**config.mk**
```make
export PLATFORM = sky130hd
export DESIGN_NAME = btn_conditioner_flat
export DESIGN_NICKNAME = d
export VERILOG_FILES = /design/src/rtl/btn_conditioner_if.sv /design/src/rtl/btn_conditioner.sv /design/src/flat_wrapper.sv
export SDC_FILE = /design/constraint.sdc
export NUM_CORES = 1
export LEC_CHECK = 0
export CORE_ASPECT_RATIO = 1.25
export CORE_MARGIN = 10
export CORE_UTILIZATION = 65
export DETAILED_ROUTE_END_ITERATION = 8
export PLACE_DENSITY = 0.9
export SYNTH_ARGS = -nofsm -noshare
export SYNTH_HDL_FRONTEND = slang
export SYNTH_SLANG_ARGS = --single-unit
```
**constraint.sdc**
```tcl
create_clock -name clock -period 5.2 [get_ports clock]
set_clock_uncertainty 0.15 [all_clocks]
set_input_delay 1.3 -clock clock [delete_from_list [all_inputs] [get_ports clock]]
set_output_delay 1.3 -clock clock [all_outputs]
set_load 0.005 [all_outputs]
```
**src/rtl/btn_conditioner_if.sv**
```systemverilog
// btn_conditioner_if: bundles the raw button pad levels and the conditioned
// outputs shared between the pad ring and the pong game wrapper.
interface btn_conditioner_if #(
  parameter int N_BTN = 6
);
  logic [N_BTN-1:0] btn_raw;
  logic [N_BTN-1:0] btn_level;
  logic [N_BTN-1:0] btn_n;
  logic [N_BTN-1:0] press_pulse;
  logic [N_BTN-1:0] release_pulse;

  // Pad side: drives raw levels, consumes the clean outputs.
  modport master (
    output btn_raw,
    input  btn_level,
    input  btn_n,
    input  press_pulse,
    input  release_pulse
  );

  // Conditioner side.
  modport slave (
    input  btn_raw,
    output btn_level,
    output btn_n,
    output press_pulse,
    output release_pulse
  );
endinterface

```
**src/rtl/btn_conditioner.sv**
```systemverilog
// btn_conditioner: per-button synchroniser, debounce counter, clean level,
// active-low copy and one-cycle press/release strobes. Channels are fully
// independent. Defining BTN_AUTOREPEAT_EN adds an auto-repeat generator that
// re-fires press_pulse while a REPEAT_MASK channel is held.
module btn_conditioner #(
  parameter int               N_BTN           = 6,
  parameter int               SYNC_STAGES     = 2,
  parameter int               DEBOUNCE_CYCLES = 250000,
  parameter int               CNT_W           = 18,
  parameter int               REPEAT_DELAY    = 6250000,
  parameter int               REPEAT_PERIOD   = 2500000,
  parameter logic [N_BTN-1:0] REPEAT_MASK     = 6'b001111
) (
  input logic              clock,
  input logic              reset_n,
  btn_conditioner_if.slave bus
);

  localparam logic [CNT_W-1:0] CNT_LAST = CNT_W'(DEBOUNCE_CYCLES - 1);

  logic [SYNC_STAGES-1:0][N_BTN-1:0] sync_r;
  logic [N_BTN-1:0][CNT_W-1:0]       cnt_r;
  logic [N_BTN-1:0][CNT_W-1:0]       cnt_nxt_s;
  logic [N_BTN-1:0]                  sync_s;
  logic [N_BTN-1:0]                  level_r;
  logic [N_BTN-1:0]                  btn_n_r;
  logic [N_BTN-1:0]                  press_r;
  logic [N_BTN-1:0]                  release_r;
  logic [N_BTN-1:0]                  toggle_s;
  logic [N_BTN-1:0]                  level_nxt_s;
  logic [N_BTN-1:0]                  rise_s;
  logic [N_BTN-1:0]                  fall_s;
  logic [N_BTN-1:0]                  rpt_fire_s;

  assign sync_s      = sync_r[SYNC_STAGES-1];
  assign level_nxt_s = level_r ^ toggle_s;
  assign rise_s      = toggle_s & ~level_r;
  assign fall_s      = toggle_s & level_r;

  // Shift each raw pad level through its synchroniser chain (stage 0 first).
  always_ff @(posedge clock or negedge reset_n) begin
    if (!reset_n) begin
      sync_r <= '0;
    end else begin
      sync_r <= {sync_r[SYNC_STAGES-2:0], bus.btn_raw};
    end
  end

  // Debounce: clear when input agrees with the level, toggle at the terminal count, else count.
  always_comb begin
    cnt_nxt_s = cnt_r;
    toggle_s  = '0;
    for (int i = 0; i < N_BTN; i++) begin
      if (sync_s[i] == level_r[i]) begin
        cnt_nxt_s[i] = '0;
      end else if (cnt_r[i] == CNT_LAST) begin
        cnt_nxt_s[i] = '0;
        toggle_s[i]  = 1'b1;
      end else begin
        cnt_nxt_s[i] = cnt_r[i] + CNT_W'(1'b1);
      end
    end
  end

`ifdef BTN_AUTOREPEAT_EN
  localparam int RPT_MAX = (REPEAT_DELAY > REPEAT_PERIOD) ? REPEAT_DELAY : REPEAT_PERIOD;
  localparam int RPT_W   = $clog2(RPT_MAX + 1);
  localparam logic [RPT_W-1:0] RPT_FIRST = RPT_W'(REPEAT_DELAY - 1);
  localparam logic [RPT_W-1:0] RPT_NEXT  = RPT_W'(REPEAT_PERIOD - 1);

  logic [N_BTN-1:0][RPT_W-1:0] rpt_cnt_r;
  logic [N_BTN-1:0][RPT_W-1:0] rpt_cnt_nxt_s;
  logic [N_BTN-1:0]            rpt_act_r;
  logic [N_BTN-1:0]            rpt_act_nxt_s;

  // Repeat timer: armed by a press, cleared by a release; a release on the due edge wins.
  always_comb begin
    rpt_cnt_nxt_s = rpt_cnt_r;
    rpt_act_nxt_s = rpt_act_r;
    rpt_fire_s    = '0;
    for (int i = 0; i < N_BTN; i++) begin
      if (!REPEAT_MASK[i]) begin
        rpt_act_nxt_s[i] = 1'b0;
        rpt_cnt_nxt_s[i] = '0;
      end else if (rise_s[i]) begin
        rpt_act_nxt_s[i] = 1'b1;
        rpt_cnt_nxt_s[i] = RPT_FIRST;
      end else if (fall_s[i] || !level_r[i]) begin
        rpt_act_nxt_s[i] = 1'b0;
        rpt_cnt_nxt_s[i] = '0;
      end else if (rpt_act_r[i] && (rpt_cnt_r[i] == '0)) begin
        rpt_fire_s[i]    = 1'b1;
        rpt_cnt_nxt_s[i] = RPT_NEXT;
      end else if (rpt_act_r[i]) begin
        rpt_cnt_nxt_s[i] = rpt_cnt_r[i] - RPT_W'(1'b1);
      end else begin
        rpt_cnt_nxt_s[i] = rpt_cnt_r[i];
      end
    end
  end

  // Repeat timer state.
  always_ff @(posedge clock or negedge reset_n) begin
    if (!reset_n) begin
      rpt_cnt_r <= '0;
      rpt_act_r <= '0;
    end else begin
      rpt_cnt_r <= rpt_cnt_nxt_s;
      rpt_act_r <= rpt_act_nxt_s;
    end
  end
`else
  // Without auto-repeat, a press fires exactly once.
  assign rpt_fire_s = '0;

  logic unused_rpt_s;
  assign unused_rpt_s = ^{REPEAT_MASK, REPEAT_DELAY[0], REPEAT_PERIOD[0]};
`endif

  // Counters, debounced level, its inverse and the one-cycle strobes, all registered.
  always_ff @(posedge clock or negedge reset_n) begin
    if (!reset_n) begin
      cnt_r     <= '0;
      level_r   <= '0;
      btn_n_r   <= '1;
      press_r   <= '0;
      release_r <= '0;
    end else begin
      cnt_r     <= cnt_nxt_s;
      level_r   <= level_nxt_s;
      btn_n_r   <= ~level_nxt_s;
      press_r   <= rise_s | rpt_fire_s;
      release_r <= fall_s;
    end
  end

  assign bus.btn_level     = level_r;
  assign bus.btn_n         = btn_n_r;
  assign bus.press_pulse   = press_r;
  assign bus.release_pulse = release_r;

endmodule

```
**src/flat_wrapper.sv**
```systemverilog
// flat-port wrapper written by rule: the top's interface ports become plain ports
module btn_conditioner_flat 
#(
  parameter int               N_BTN           = 6,
  parameter int               SYNC_STAGES     = 2,
  parameter int               DEBOUNCE_CYCLES = 250000,
  parameter int               CNT_W           = 18,
  parameter int               REPEAT_DELAY    = 6250000,
  parameter int               REPEAT_PERIOD   = 2500000,
  parameter logic [N_BTN-1:0] REPEAT_MASK     = 6'b001111
)
  (clock, reset_n, bus_btn_raw, bus_btn_level, bus_btn_n, bus_press_pulse, bus_release_pulse);
  btn_conditioner_if #(.N_BTN(N_BTN)) bus_i ();
  input logic clock;
  input logic reset_n;
  input wire logic [$bits(bus_i.btn_raw)-1:0] bus_btn_raw;
  output wire logic [$bits(bus_i.btn_level)-1:0] bus_btn_level;
  output wire logic [$bits(bus_i.btn_n)-1:0] bus_btn_n;
  output wire logic [$bits(bus_i.press_pulse)-1:0] bus_press_pulse;
  output wire logic [$bits(bus_i.release_pulse)-1:0] bus_release_pulse;
  assign bus_i.btn_raw = bus_btn_raw;
  assign bus_btn_level = bus_i.btn_level;
  assign bus_btn_n = bus_i.btn_n;
  assign bus_press_pulse = bus_i.press_pulse;
  assign bus_release_pulse = bus_i.release_pulse;
  btn_conditioner #(.N_BTN(N_BTN), .SYNC_STAGES(SYNC_STAGES), .DEBOUNCE_CYCLES(DEBOUNCE_CYCLES), .CNT_W(CNT_W), .REPEAT_DELAY(REPEAT_DELAY), .REPEAT_PERIOD(REPEAT_PERIOD), .REPEAT_MASK(REPEAT_MASK)) u_core (.clock(clock), .reset_n(reset_n), .bus(bus_i));
endmodule
```
# --- Word-level counts from Yosys, hierarchy flattened ---
# Index checks and enable logic that the tools add are counted.
# Widths: inputs -> output; s select.
totals:
  reg_bits: 144
  latchBits: 0
  ramBits: 0
  mem_bits_ro: 0
  in_bits: 8
  elab_cells: 59
  mem_count: 0
op_classes:
  n_addsub: 6
  multipliers: 0
  div_mod_pow: 0
  n_lt_le_gt_ge: 0
  n_eq_ne: 12
  n_shift: 0
  muxes: 24
  bitwise_logic: 5
  n_reduce_logical: 0
ops:
  columns: ["operator", "count"]
  rows:
  - ["$mux 18", 12]
  - ["$add 18x1->18 const B", 6]
  - ["$eq 18x18->1 const B", 6]
  - ["$and 6x6->6", 2]
  - ["$mux 1", 12]
  - ["$not 6->6", 2]
  - ["$eq 1x1->1", 6]
  - ["$xor 6x6->6", 1]

# --- Longest topological paths before layout ---
# Gate-level depths: netlist of the first run.
logic_depth:
  ltp_word: 5
  depth_mapped: 6

# --- Worst setup path after synthesis of the first run ---
# No wires, ideal clock.
synth_timing:
  kind: "reg-to-reg"
  from: "reg u_core.cnt_r[100] (netlist bit)"
  to: "reg u_core.level_r[5] (netlist: u_core.bus.btn_level[5])"
  arrival_ns: 1.696
  required_time_ns: 4.925
  slack_ns: 3.229
  stages_incl_launch_ff: 5
  period_less_slack_ns: 1.971
  cell_sequence: "dfrtp_1 > nor4b_2 > nand4_2 > nor4_1 > mux2_2"
synth_between:
  elab_chain_len: 4
synth_lines:
  columns: ["item", "line", "source"]
  rows:
  - ["from (decl)", "btn_conditioner.sv:22", "logic [N_BTN-1:0][CNT_W-1:0] cnt_r;"]
  - ["from (signal assigned)", "btn_conditioner.sv:129", "cnt_r <= cnt_nxt_s;"]
  - ["$eq 18x18->1", "btn_conditioner.sv:56", "end else if (cnt_r[i] == CNT_LAST) begin"]
  - ["$mux 1", "btn_conditioner.sv:56", null]
  - ["$mux 1", "btn_conditioner.sv:54", "if (sync_s[i] == level_r[i]) begin"]
  - ["$xor 6x6->6", "btn_conditioner.sv:36", "assign level_nxt_s = level_r ^ toggle_s;"]
  - ["net u_core.level_nxt_s[5]", "btn_conditioner.sv:30", "logic [N_BTN-1:0] level_nxt_s;"]
  - ["to (signal assigned)", "btn_conditioner.sv:130", "level_r <= level_nxt_s;"]
  - ["to (decl)", "btn_conditioner.sv:25", "logic [N_BTN-1:0] level_r;"]
# The timed path passes the listed nets, and every way through them passes these cells.

# --- Worst setup path in the final report of the first run ---
layout_timing:
  from: "reg u_core.btn_n_r[4] (netlist: u_core.bus.btn_n[4])"
  to: "out bus_btn_n[4]"
layout_lines:
  columns: ["item", "line", "source"]
  rows:
  - ["from (decl)", "btn_conditioner.sv:26", "logic [N_BTN-1:0] btn_n_r;"]
  - ["from (signal assigned)", "btn_conditioner.sv:131", "btn_n_r <= ~level_nxt_s;"]
  - ["to (decl)", "flat_wrapper.sv:18", "output wire logic [$bits(bus_i.btn_n)-1:0] bus_btn_n;"]
# No word-level cell between the ends.

==> results of run 1 <==
[worst paths after layout]
check / start / endpoint / slack [ns] / cells past startpoint
worst min register to register: u_core.sync_r[1] / u_core.sync_s[1] / 0.20 / 0
max in group asynchronous: reset_n / u_core.bus.btn_n[3] / 3.20 / 2
worst min-delay path: u_core.sync_r[1] / u_core.sync_s[1] / 0.20 / 0
min in group asynchronous: reset_n / u_core.cnt_r[23] / 0.75 / 1
worst max-delay path: u_core.bus.btn_n[4] / bus_btn_n[4] / 2.31 / 1
worst max register to register: u_core.cnt_r[54] / u_core.cnt_r[62] / 2.64 / 5
[where the power goes]
group	total, mW	leakage, nW	switching (mW)	internal, mW
Combinational	0.0661	0.848	0.0454	0.0207
Sequential	1.15	1.95	0.0175	1.14
Clock	1.17	0.275	0.465	0.709
Total	2.39	3.07	0.528	1.87
[worst register-to-register path, stage by stage, from the launching register on]
cell	delay (ns)
dfrtp_1	0.41
ha_1	0.26
and3_1	0.28
nand4_1	0.19
o21ai_1	0.96
nor2_1	0.16
[state kept, by name, summed over array words and instances, names as in the netlist]
name and cells:
u_core.sync_r 6, u_core.sync_s 6, u_core.bus.press_pulse 6, u_core.cnt_r 108
u_core.bus.btn_n 6, u_core.bus.release_pulse 6, u_core.bus.btn_level 6
[through the flow]
stage,cells,hold slack [ns],worst slack [ns],instance area [um2]
finish,817,0.1967,2.306,7704
global route,817,0.2053,2.262,7704
CTS,817,0.1992,2.290,7704
detailed placement,785,0.1879,2.715,7133
global placement,785,0.1851,2.751,7133
floorplan,634,0.1812,3.229,6701
[per-layer routing]
| layer | part of all wire [%] | vias to the layer above | track usage, % |
|---|---|---|---|
| met4 | 2.6 | 0 | 9.058 |
| met2 | 52 | 185 | 35.07 |
| li1 | - | 2330 | - |
| met3 | 4.9 | 38 | 5.301 |
| met5 | 0 | - | 0 |
| met1 | 40 | 2544 | 22.35 |
[final cells by class]
cell class | count | area share, %
flip-flops and latches | 144 | 46.87
inverters | 12 | 0.5847
multi-input cells | 467 | 38.80
well taps | 129 | 2.095
clock buffers | 20 | 5.668
clock inverters | 12 | 1.738
repair buffers | 33 | 4.239
[layout by cell type, fill, tap and decap left out, types with 2 or more instances in the layout]
cell,synthesis,routed
a21oi_1,8,8
and3_1,13,13
and4_1,7,7
buf_4,0,2
bufinv_16,0,2
clkbuf_1,4,3
clkbuf_16,0,17
clkdlybuf4s50_1,0,30
clkinv_2,0,3
clkinv_4,0,2
clkinvlp_4,0,2
dfrtp_1,138,138
dfstp_2,6,6
ha_1,6,6
inv_1,12,12
inv_6,0,3
mux2_2,6,6
mux2i_1,7,7
nand2_1,31,31
nand3_1,35,35
nand4_1,35,35
nand4_4,2,2
nor2_1,116,116
nor3_1,23,23
nor3b_1,12,12
nor4_1,26,26
nor4b_1,6,6
o21ai_0,5,5
o21ai_1,3,3
o31ai_1,2,2
o41ai_1,3,3
o41ai_4,3,3
or2_2,5,5
or3_1,5,5
or4_1,6,6
or4b_2,2,2
xnor2_1,64,64
xor2_1,28,28
[cell families after synthesis]
group,count (synthesis)
xor+xnor,92
mux,13
compound gates,25
fa+ha+maj,6
buf+inv,23
simple gates,331
flops,144
==> summary.md, run 1 <==
| Metric | Value |
|---|---|
| H-tree levels | `4` |
| Main synth FF type | `dfrtp_1` |
| Io pins | `32` |
| CTS tree | `built` |
| Largest family of logic cells by synthesized area | `simple AND/OR/NAND/NOR gates` |
| Iter 0 DRT Violations | `383` |
| Via count of the routed design | `5,097` |
| Mux contribution to synthesized area | `2.054%` |
| Synth Area in Simple Gates | `26.23%` |
| Post-CTS setup repair buffer count | `0` |
| Fill cell instance count of the final layout | `618` |
| Max-cap violations | `0` |
| WL final | `14,620 um` |
| Area grow syn2layout | `14.96%` |
| Final Slew Violations | `0` |
| Setup Viol. Count Final | `0` |
| Critical path startpoint category | `flip-flop` |
| Clk slew on worst S/H paths | `0.06 ns` |
| Worst-path maximum fanout | `1` |
| Fin crit share | `55.66%` |
| Hold buffer count at CTS | `0` |
| Outcome | `finished, final reports clean` |
| Distinct cells, synth | `41` |
| Crit. End Element | `output port` |
| Compound-gate portion of the synthesized area | `3.174%` |
| Hold Vio Cnt, Final | `0` |
| Number of port buffers | `31` |
| Via density | `6.239` |
| Final RePlAce weighted congestion | `0.8151` |
| Synth Register Bits | `144` |
| CP required | `3.75 ns` |
| # DRC | `0` |
| Overflow after GRT | `0` |
| Die width | `110.8 um` |
| Top post-synthesis cells by count | `138 x dfrtp_1, 116 x nor2_1, 64 x xnor2_1` |
| Syn Inst Count | `634` |
| Yosys top cell by area | `dfrtp_1` |
| Die height | `133.5 um` |
| Dpl hpwl | `9210 um` |
| Worst path arrival time | `1.44 ns` |
| Pleak | `3.072 nW` |
| Post-synthesis adder-cell area fraction | `1.120%` |
| Largest net degree at the start of global routing | `77` |
| Global-route wire length before repair | `25,050 um` |
| Antenna Nets Post-Route | `0` |
| Post-Syn Area per Cell | `10.57 um2` |
| Tmin final | `2.894 ns` |
| Cells resized by post-CTS repair | `0` |
| Count leader, synth | `dfrtp_1` |
| Synth Area in XOR/XNOR | `12.02%` |
| Total GRT Usage | `20.07%` |
| FP Rows | `41` |
| Clk sinks | `144` |
| Inserted Diodes | `0` |
| Detailed-router iteration count before antenna repair | `7` |
| Synth area leaders | `dfrtp_1 52%, xnor2_1 8.4%, nor2_1 6.5%` |
| Bufs on Longest Clock Path | `2` |
| Post-synth top area share | `51.53%` |
| Worst min-delay path class | `reg2reg` |
| TritonCTS Buffers | `17` |
| Setup TNS | `0 ns` |
| Critical path type | `reg2out` |
| Final Core Density | `76.23%` |
| Share of post-route cells with drive strength above 1 | `9.012%` |
| Worst path cell trace | `clkdlybuf4s50_1` |
| Initial antenna violation count | `0` |
| Buf/Inv on CP | `1` |
| Crit-path slowest cell | `dfstp_2` |
| Seq/Total Area, Yosys | `53.88%` |
| Die area | `14,800 um2` |
| Area occupied by multi-input gates | `2989 um2` |
| PnR Total Power | `2.395 mW` |
| Number of global-route vias before repair | `5,219` |
| Initial Util | `66.31%` |
| Fmax | `345.5 MHz` |
| Synth Net Count | `648` |
| EDFF count, synth | `0` |
| Mapped cell area | `6701 um2` |
| Synth warnings | `0` |
| Nets | `689` |
| PwrDens | `310.8 nW/um2` |
| Unrepaired setup endpoints after global routing | `false` |
| Post-synth ARST share | `100.0%` |
| Root Driver | `clkbuf_16` |
| Core ar. | `10,110 um2` |
| Worst-Margin Slew | `1.191 ns` |
| Worst skew pair latency | `0.42 ns` |
| Avg WL per Cell | `17.90 um` |
| Storage cell area | `3611 um2` |
| Max-Slew Margin vs Limit | `20.09%` |
| Delay-heaviest family, CP | `flip-flops` |
| VDD IR max | `0.0002291 V` |
| Worst stage delay on the critical path | `0.52 ns` |
Power figures use the tool's default switching activity.
==> run 2, diff against run 1 <==
--- a/config.mk
+++ b/config.mk
@@ -7,9 +7,9 @@
 export LEC_CHECK = 0
 export CORE_ASPECT_RATIO = 1.25
 export CORE_MARGIN = 10
-export CORE_UTILIZATION = 65
+export CORE_UTILIZATION = 60
 export DETAILED_ROUTE_END_ITERATION = 8
-export PLACE_DENSITY = 0.9
+export PLACE_DENSITY = 0.84
 export SYNTH_ARGS = -nofsm -noshare
 export SYNTH_HDL_FRONTEND = slang
 export SYNTH_SLANG_ARGS = --single-unit
==> constraint.sdc (replaced) <==
create_clock -name clock -period 2.8 [get_ports clock]
set_clock_uncertainty 0.15 [all_clocks]
set_input_delay 0.7 -clock clock [delete_from_list [all_inputs] [get_ports clock]]
set_output_delay 0.7 -clock clock [all_outputs]
set_load 0.005 [all_outputs]
==> summary.md, run 2 (synthesis results as in run 1) <==
| Metric | Value |
|---|---|
| Commonest non-fill, non-tap cell in the layout | `dfrtp_1` |
| Initial Util | `60.76%` |
| Placed Cells | `798` |
| Bufs on Longest Clock Path | `2` |
| Critical path type | `reg2out` |
| Worst min-delay path class | `in2async` |
| Unrepaired setup endpoints after global routing | `false` |
| Sequential power share | `45.6%` |
| PwrDens | `599.3 nW/um2` |
| Setup TNS | `0 ns` |
| Buf/Inv on CP | `1` |
| Internal | `3.742 mW` |
| Sw Pwr | `0.9606 mW` |
| Initial antenna violation count | `0` |
| Crit-path slowest cell | `clkdlybuf4s50_1` |
| Setup Viol. Count Final | `0` |
| Area of placed instances | `7206 um2` |
| FP Rows | `43` |
| Final Slew Violations | `0` |
| Pleak | `3.144 nW` |
| Total GRT Usage | `18.18%` |
| Delay-heaviest family, CP | `buffers and inverters` |
| Comb power frac | `2.8%` |
| Crit path depth | `1` |
| Clk slew on worst S/H paths | `0.06 ns` |
| Largest reg by FF count | `u_core.cnt_r` |
| Design Area, Final | `7848 um2` |
| Share of post-route cells with drive strength above 1 | `10.07%` |
| Fmax | `435.2 MHz` |
| Avg WL per Cell | `16.48 um` |
| Reg-to-reg setup timing slack | `0.53 ns` |
| PnR Total Power | `4.703 mW` |
| Die width | `114.5 um` |
| Via density | `5.993` |
| Outcome | `finished, final reports clean` |
| Max-Slew Margin vs Limit | `59.17%` |
| Net Sw Frac | `20.43%` |
| Io pins | `32` |
| Die area | `15,820 um2` |
| Final RePlAce weighted congestion | `0.8644` |
| Hold Vio Cnt, Final | `0` |
| Worst-Margin Slew | `0.6103 ns` |
| Area grow syn2layout | `17.10%` |
| H-tree levels | `4` |
| Layout Cells excl Fill | `830` |
| Reg2reg path depth | `5` |
| Cells resized by post-CTS repair | `0` |
| Overflow after GRT | `0` |
| Nets | `696` |
| Largest net degree at the start of global routing | `55` |
| Via count of the routed design | `4,974` |
| Inserted Diodes | `0` |
| Fill cell instance count of the final layout | `714` |
| WL final | `13,680 um` |
| Max-cap violations | `0` |
| Clk sinks | `144` |
| TritonCTS Buffers | `17` |
| # DRC | `0` |
| Number of global-route vias before repair | `5,280` |
| Detailed-router iteration count before antenna repair | `5` |
| VDD IR max | `0.0004675 V` |
| Post-CTS setup repair buffer count | `0` |
| Crit. End Element | `output port` |
| Tmin final | `2.298 ns` |
| Fin crit share | `82.06%` |
| Number of port buffers | `31` |
| Worst stage delay on the critical path | `0.52 ns` |
| Worst path arrival time | `1.45 ns` |
| Max FFs per register | `108` |
| Dpl hpwl | `9010 um` |
| Most frequent cells in the layout | `138 x dfrtp_1, 116 x nor2_1, 64 x xnor2_1` |
| Iter 0 DRT Violations | `334` |
| Critical path startpoint category | `flip-flop` |
| Root Driver | `clkbuf_16` |
| Worst path cell trace | `clkdlybuf4s50_1` |
| Global-route wire length before repair | `24,140 um` |
| Core ar. | `11,030 um2` |
| CP required | `1.95 ns` |
| CTS tree | `built` |
| Die height | `138.2 um` |
| Hold buffer count at CTS | `0` |
| Worst skew pair latency | `0.42 ns` |
| Reg2reg end | `u_core.cnt_r[5]` |
| Antenna Nets Post-Route | `0` |
| Worst-path maximum fanout | `1` |
| Worst reg2reg startpoint | `u_core.cnt_r[0]` |
| Clock power share | `51.7%` |
run 2: how the worst max path moves through the flow:
stage | start | to | slack (ns)
floorplan | u_core.cnt_r[100] | u_core.bus.btn_level[5] | 0.83
global placement | u_core.cnt_r[100] | u_core.cnt_r[106] | 0.69
detailed placement | u_core.cnt_r[100] | u_core.cnt_r[104] | 0.58
CTS | u_core.bus.btn_n[3] | bus_btn_n[3] | 0.48
global route | u_core.cnt_r[0] | u_core.cnt_r[4] | 0.39
finish | u_core.bus.btn_n[5] | bus_btn_n[5] | 0.50
run 2: worst register-to-register path, stage by stage (launching register included):
cell	delay, ns
dfrtp_1	0.41
ha_1	0.22
nand3_1	0.36
o41ai_4	0.68
buf_4	0.26
nor2_1	0.06
run 2: cell type report:
| type | count | area, um2 | share of cell area (%) |
|---|---|---|---|
| repair buffers | 40 | 391.6 | 4.990 |
| well taps | 135 | 168.9 | 2.152 |
| inverters | 12 | 45.04 | 0.5740 |
| flip-flops and latches | 144 | 3611 | 46.01 |
| clock buffers | 23 | 488.0 | 6.218 |
| clock inverters | 9 | 153.9 | 1.961 |
| multi-input cells | 467 | 2989 | 38.09 |
run 2: layer usage:
metal,share of wire (%),GRT usage [%],vias up
met5,0,0,-
met4,2.3,8.328,0
met3,4.4,4.026,34
met1,40,20.76,2462
li1,-,-,2335
met2,54,31.23,143
run 2: per-stage QoR:
stage / util (%) / setup slack, ns / hold slack, ns
finish: 71.15 / 0.5023 / 0.01941
global route: 71.15 / 0.3910 / 0.03671
CTS: 71.15 / 0.4847 / 0.02520
detailed placement: 65.33 / 0.5836 / 0.1847
global placement: 65.33 / 0.6878 / 0.1834
floorplan: - / 0.8292 / 0.1812
run 2: power by group through the flow:
stage               clock network (mW)  registers (mW)  logic (mW)
CTS                               2.45            2.14       0.135
global placement                     0            2.18       0.127
floorplan                            0            2.17      0.0575
finish                            2.43            2.14       0.130
global route                      2.55            2.15       0.149
detailed placement                   0            2.18       0.132
